===== config.mk =====
export PLATFORM = sky130hd
export DESIGN_NAME = onehot_walker
export DESIGN_NICKNAME = d
export VERILOG_FILES = /design/src/rtl/onehot_walker.sv
export SDC_FILE = /design/constraint.sdc
export NUM_CORES = 1
export LEC_CHECK = 0
export BUFFER_PORTS_ARGS = -buffer_cell sky130_fd_sc_hd__buf_2
export CAP_MARGIN = 20
export CORE_MARGIN = 5
export CORE_UTILIZATION = 61
export CTS_BUF_LIST = sky130_fd_sc_hd__clkbuf_4 sky130_fd_sc_hd__clkbuf_8
export DETAILED_ROUTE_END_ITERATION = 10
export PLACE_DENSITY = 0.95
export SLEW_MARGIN = 20
export SYNTH_ARGS = -nofsm -noshare
export SYNTH_HDL_FRONTEND = slang
export SYNTH_SLANG_ARGS = --single-unit

===== constraint.sdc =====
create_clock -name clk -period 2.8 [get_ports clk]
set_input_delay 0.56 -clock clk [delete_from_list [all_inputs] [get_ports clk]]
set_output_delay 0.56 -clock clk [all_outputs]
set_load 0.05 [all_outputs]

===== src/rtl/onehot_walker.sv =====
// -----------------------------------------------------------------------------
// onehot_walker
//
// Accepts a burst command (start index, extra length, direction, zero flag)
// and emits a stream of one-hot words that walk from the start bit toward the
// MSB or the LSB, wrapping modulo OUT_W. A zero command emits a single
// all-zero word. Commands are only accepted while idle. There is always one
// idle cycle between the end of one burst and the acceptance of the next.
//
// Ports
//   clk        : single clock, all state updates on the rising edge
//   rst_n      : synchronous active-low reset
//   in_valid   : command present
//   in_ready   : walker is idle and can accept a command
//   in_idx     : start bit position
//   in_len     : words after the first one (burst length = in_len + 1)
//   in_dir     : 0 = walk toward MSB, 1 = walk toward LSB
//   in_zero    : emit a single all-zero word; other in_* fields ignored
//   out_valid  : out_data / out_last are valid
//   out_ready  : consumer accepts the current word
//   out_data   : one-hot word, or all zeros for a zero command
//   out_last   : current word is the final word of its burst
// -----------------------------------------------------------------------------
module onehot_walker #(
  parameter int IDX_W = 3,
  parameter int OUT_W = 2**IDX_W
) (
  input  logic             clk,
  input  logic             rst_n,
  input  logic             in_valid,
  output logic             in_ready,
  input  logic [IDX_W-1:0] in_idx,
  input  logic [IDX_W-1:0] in_len,
  input  logic             in_dir,
  input  logic             in_zero,
  output logic             out_valid,
  input  logic             out_ready,
  output logic [OUT_W-1:0] out_data,
  output logic             out_last
);

  typedef enum logic {
    IDLE,
    EMIT
  } state_t;

  localparam logic [IDX_W-1:0] POS_MAX = IDX_W'(OUT_W - 1);
  localparam logic [IDX_W-1:0] POS_ONE = IDX_W'(1);
  localparam logic [OUT_W-1:0] BIT0    = OUT_W'(1);

  state_t           state;
  logic [IDX_W-1:0] pos;   // bit position of the word currently presented
  logic [IDX_W-1:0] rem;   // words still to follow the current one
  logic             dir;
  logic             zero;
  logic [IDX_W-1:0] pos_step;

  // Next bit position, wrapping explicitly so OUT_W need not be a power of two.
  // NOTE: every always_comb output gets a default first so no path can leave it
  // unassigned and infer a latch.
  always_comb begin
    pos_step = pos;
    if (dir) begin
      pos_step = (pos == '0) ? POS_MAX : pos - POS_ONE;
    end else begin
      pos_step = (pos == POS_MAX) ? '0 : pos + POS_ONE;
    end
  end

  // Single FSM process; all outputs are registered so nothing downstream sees
  // combinational glitches, including on the reset edge that aborts a burst.
  // NOTE: sequential state uses non-blocking assignments only, so every
  // register samples pre-edge values regardless of statement order.
  always_ff @(posedge clk) begin
    // NOTE: reset is synchronous and is tested first, giving it priority over
    // any command or handshake arriving on the same edge.
    if (!rst_n) begin
      state     <= IDLE;
      in_ready  <= 1'b1;
      out_valid <= 1'b0;
      out_data  <= '0;
      out_last  <= 1'b0;
      pos       <= '0;
      rem       <= '0;
      dir       <= 1'b0;
      zero      <= 1'b0;
    end else begin
      case (state)
        IDLE: begin
          if (in_valid) begin
            state     <= EMIT;
            in_ready  <= 1'b0;
            out_valid <= 1'b1;
            pos       <= in_idx;
            rem       <= in_len;
            dir       <= in_dir;
            zero      <= in_zero;
            out_data  <= in_zero ? '0 : (BIT0 << in_idx);
            out_last  <= in_zero || (in_len == '0);
          end
        end

        EMIT: begin
          // in_* is deliberately not looked at here: no command is queued.
          if (out_ready) begin
            if (out_last) begin
              state     <= IDLE;
              in_ready  <= 1'b1;
              out_valid <= 1'b0;
              out_data  <= '0;
              out_last  <= 1'b0;
            end else begin
              // A zero command is always last, so only one-hot bursts get here.
              rem      <= rem - POS_ONE;
              pos      <= pos_step;
              out_data <= zero ? '0 : (BIT0 << pos_step);
              out_last <= (rem == POS_ONE);
            end
          end
        end

        default: state <= IDLE;
      endcase
    end
  end

endmodule

# Word level (Yosys, flattened, before mapping)
# Cells that the tools add are included.
# totals
ff_bits,20
inputBits,12
out_inout_bits,11
wordCells,61
# classes
add_sub_neg,3
n_eq_ne,6
n_shift,2
n_mux,33
bitwise,1
reduce_logical,7
# op_table
cell,count
8-bit 2-to-1 mux,5
3-bit 2-to-1 mux,9
8-bit case mux with 2 select lines,1
"1-bit by 3-bit left shift with 8-bit output, first input constant",2
1-bit 2-to-1 mux,12
3-bit case mux with 2 select lines,2
"2-bit inequality test, second input constant",4
1-bit case mux with 2 select lines,4
3-bit zero test,2
3-bit AND reduction,2
"3-bit by 1-bit subtractor with 3-bit output, second input constant",2
2-bit AND reduction,2
"3-bit by 1-bit adder with 3-bit output, second input constant",1
"3-bit by 1-bit == test with 1-bit output, second input constant",1
"3-bit == test, second input constant",1
1-bit logical OR,1
1-bit NOT,1

# Logic depth before layout (Yosys ltp)
# logic_depth
ltp_word,8
depth_mapped,7
mapped_depth_nobuf,6

# Least setup slack after synthesis
# OpenSTA, ideal clock, no wires.
# synth_path
path_kind,reg-to-reg
from,register pos[0]
to,register pos[2]
arrival_time_ps,1619
t_required_ps,2684
path_slack_ps,1065
path_stages_with_launch,8
path_buffers,1
synth_period_minus_slack_ps,1735
cell_sequence,dfxtp_1 buf_2 inv_1 ha_1 or3_4 a31oi_4 a211oi_1 a31o_2
# synth_via
elab_chain_cells,6
elab_cells_between_ends,10
# synth_rtl
item,line_no,rtl
from (decl),52,logic [IDX_W-1:0] pos;
from (signal assigned),94,pos <= in_idx;
from (signal assigned),115,pos <= pos_step;
3-bit by 1-bit adder with 3-bit output (tied with other cells),66,pos_step = (pos == POS_MAX) ? '0 : pos + POS_ONE;
3-bit 2-to-1 mux (on tied branches),"66, 64",
3-bit 2-to-1 mux (*),63,if (dir) begin
3-bit 2-to-1 mux (*),106,if (out_last) begin
3-bit 2-to-1 mux (*),105,if (out_ready) begin
3-bit case mux with 2 select lines (*),88,case (state)
# Every way passes the cells marked *; elsewhere a longest branch is shown, timed or not. The select of a mux whose other input is x is not followed.
# A chain may end at the register's enable or synchronous reset.

# Worst setup path in the final report
# Ends and elaborated chain as after synthesis.

==> results_dict.tcl <==
set metrics [dict create \
    status "finished clean" \
    synth_seq_cells 20 \
    p_leak_uw 0.000521 \
    preCtsSetupSlack_ns 0.872 \
    cts_max_level 1 \
    gr-total-overflow 0 \
    slew_headroom_pct 53.4 \
    grt_pass1_wl_um 5090 \
    switchingPower_uw 271 \
    synth_cell_type_count 36 \
    vias 1165 \
    crit_fanout 10 \
    via_per_inst 6.16 \
    finalWorstSetupSlack_ns 0.757 \
    grtUsageTotal_pct 24.3 \
    start_util_pct 65.8 \
    final_common_cell "buf_2" \
    min_path_type "reg2reg" \
    synth_area_um2 1170 \
    startpoint "pos[0]" \
    worstMarginPinSlew_ns 0.698 \
    grt_max_degree 23 \
    dr.pass1.iters 4 \
    worst-path-buf-inv 1 \
    route.detailed.drc 0 \
    seq_power_share_pct 42.4 \
    cp-end-kind "flop" \
    powerDensity_nw_per_um2 597 \
    synthFlopType "dfxtp_1" \
    postCtsResizedCells 0 \
    r2r-start "pos[0]" \
    crit_family "compound AO/OA/AOI/OAI gates" \
    std_cell_rows 15 \
    area_growth_pct 14.1 \
    critical_path_depth 6 \
    setup_viol 0 \
    fin_hold_ws_ns 0.479 \
    numPortBuffers 22 \
    max_freq_mhz 489 \
    yosysWarnings 0 \
    die_w_um 53.9 \
    combPwrFrac_pct 27.7 \
    ios 23 \
    routed_wl_um 3010 \
    worstPathCellList "inv_1 > ha_1 > or3_4 > a31oi_4 > a211oi_1 > a31o_2" \
    gp_congestion 0.898 \
    maxCapViolCount 0 \
    critPathSlowestCell "dfxtp_1" \
    crit_arrival_ns 2.26 \
    rsz0062_at_grt "no" \
    clk_latency_ns 0.31 \
    final_util_pct 75.1 \
    cts_tree "yes" \
    holdPathStages 2 \
    cp.required_ns 3.01 \
    clockBufferDepth 2 \
    antenna_found_initial 0 \
    finalHoldViolations 0 \
    clkTransAtPathRegs_ns 0.12 \
    fillers 141 \
    cts_buffers 3 \
    dieArea_um2 2900 \
    switching_share_pct 33.9 \
    ys_seq_area_share_pct 34.1 \
    dp_hpwl_um 2130 \
    slowest_delay_ns 0.55 \
    fin_crit_sh_pct 73.0 \
    cp-start-kind "flop" \
    period_needed_ns 2.04 \
    ir_drop_mv 0.368 \
    avgSynthCellArea_um2 8.15 \
    syn-num-nets 162 \
    grt_pass1_vias 1133 \
    final-max-slew-violation-count 0 \
    clkSinkCount 20 \
    drive_gt1_share_pct 18.9 \
    drt.antenna.violating_nets 0 \
    core_area_um2 1780 \
    worst_clock_skew_ns 0.00608 \
    p_int_uw 528 \
    post-cts-setup-buffers 0 \
    diodes 0 \
    worstSetupPathType "reg2reg" \
    worst-r2r-cell-count 6 \
    clkPwrFrac_pct 29.8 \
    holdBufCountCts 0 \
    nNetsFinal 183 \
    netlist_instances 144 \
    ys_async_sr_fraction_pct 0 \
    min_from "zero" \
    final_cell_mix "buf_2 (22), dfxtp_1 (20), nand2_1 (14), o21ai_0 (14), a31oi_1 (10)" \
    synth_edf_count 0 \
    drtIter0Drc 51 \
    avgRoutedWirePerCell_um 15.9 \
    finalSetupTns_ns 0 \
    root_buffer "clkbuf_4" \
    die_h_um 53.9 \
]
-- power groups by stage --
stage / combinational, uW / sequential (uW) / clock [uW]
global placement: 207 / 342 / 0
floorplan: 126 / 380 / 0
CTS: 220 / 338 / 238
finish: 222 / 339 / 239
detailed placement: 217 / 345 / 0
global route: 245 / 344 / 250
-- metal layers --
metal  share of wire (%)  track usage [%]  vias up
li1                    -                -      579
met1                  39             28.2      512
met2                  50             42.1       56
met3                 5.8             3.05       18
met4                 4.8             14.9        0
met5                   0                0        -
-- sequential cells by signal (all words and copies together), names as in the netlist --
register / flops
pos: 3
out_valid: 1
rem: 3
dir: 1
in_ready: 1
zero: 1
out_last: 1
out_data: 8
state: 1
-- worst register-to-register path: stages, from the launching register on --
cell      delay, ns
dfxtp_1        0.55
inv_1          0.17
ha_1           0.27
or3_4          0.37
a31oi_4        0.23
a211oi_1       0.11
a31o_2         0.25
-- cell families after synthesis --
group	count (synthesis)	share of synthesized area (%)
AO/OA/AOI/OAI	51	28.7
adder cells (fa/ha/maj)	6	6.40
buffers and inverters	13	4.69
flip-flops	20	34.1
multiplexers	2	1.71
AND/OR/NAND/NOR	52	24.4
-- cell usage after synthesis, types with 5 or more instances --
| cell type | count | share of area [%] |
|---|---|---|
| nand2_1 | 14 | 4.5 |
| buf_2 | 5 | 2.1 |
| nand3b_1 | 5 | 3.2 |
| ha_1 | 6 | 6.4 |
| inv_1 | 7 | 2.2 |
| a31oi_1 | 10 | 5.3 |
| nor2_1 | 7 | 2.2 |
| dfxtp_1 | 20 | 34 |
| o21ai_0 | 14 | 6.0 |
| nand3_1 | 5 | 2.1 |
| nand2b_1 | 5 | 2.7 |
| a21oi_1 | 7 | 3.0 |
-- layout make-up --
| cell class | instances | area, um^2 | share of cell area, % |
|---|---|---|---|
| well taps | 25 | 31.3 | 2.34 |
| inverters | 7 | 26.3 | 1.96 |
| clock buffers | 3 | 22.5 | 1.68 |
| repair buffers | 22 | 110 | 8.22 |
| flip-flops and latches | 20 | 400 | 29.9 |
| clock inverters | 1 | 30.0 | 2.24 |
| multi-input cells | 111 | 718 | 53.6 |
-- final timing paths --
check / to / slack (ns)
setup / recovery: pos[2] / 0.76
hold / removal: zero / 0.48
setup reg to reg: pos[2] / 0.76
hold reg to reg: zero / 0.48
-- through the flow --
stage	area, um^2	power, uW	instances
floorplan	1170	506	144
global placement	1290	549	185
detailed placement	1290	561	185
CTS	1340	796	189
global route	1340	839	189
finish	1340	799	189
Power figures use the tool's default switching activity.
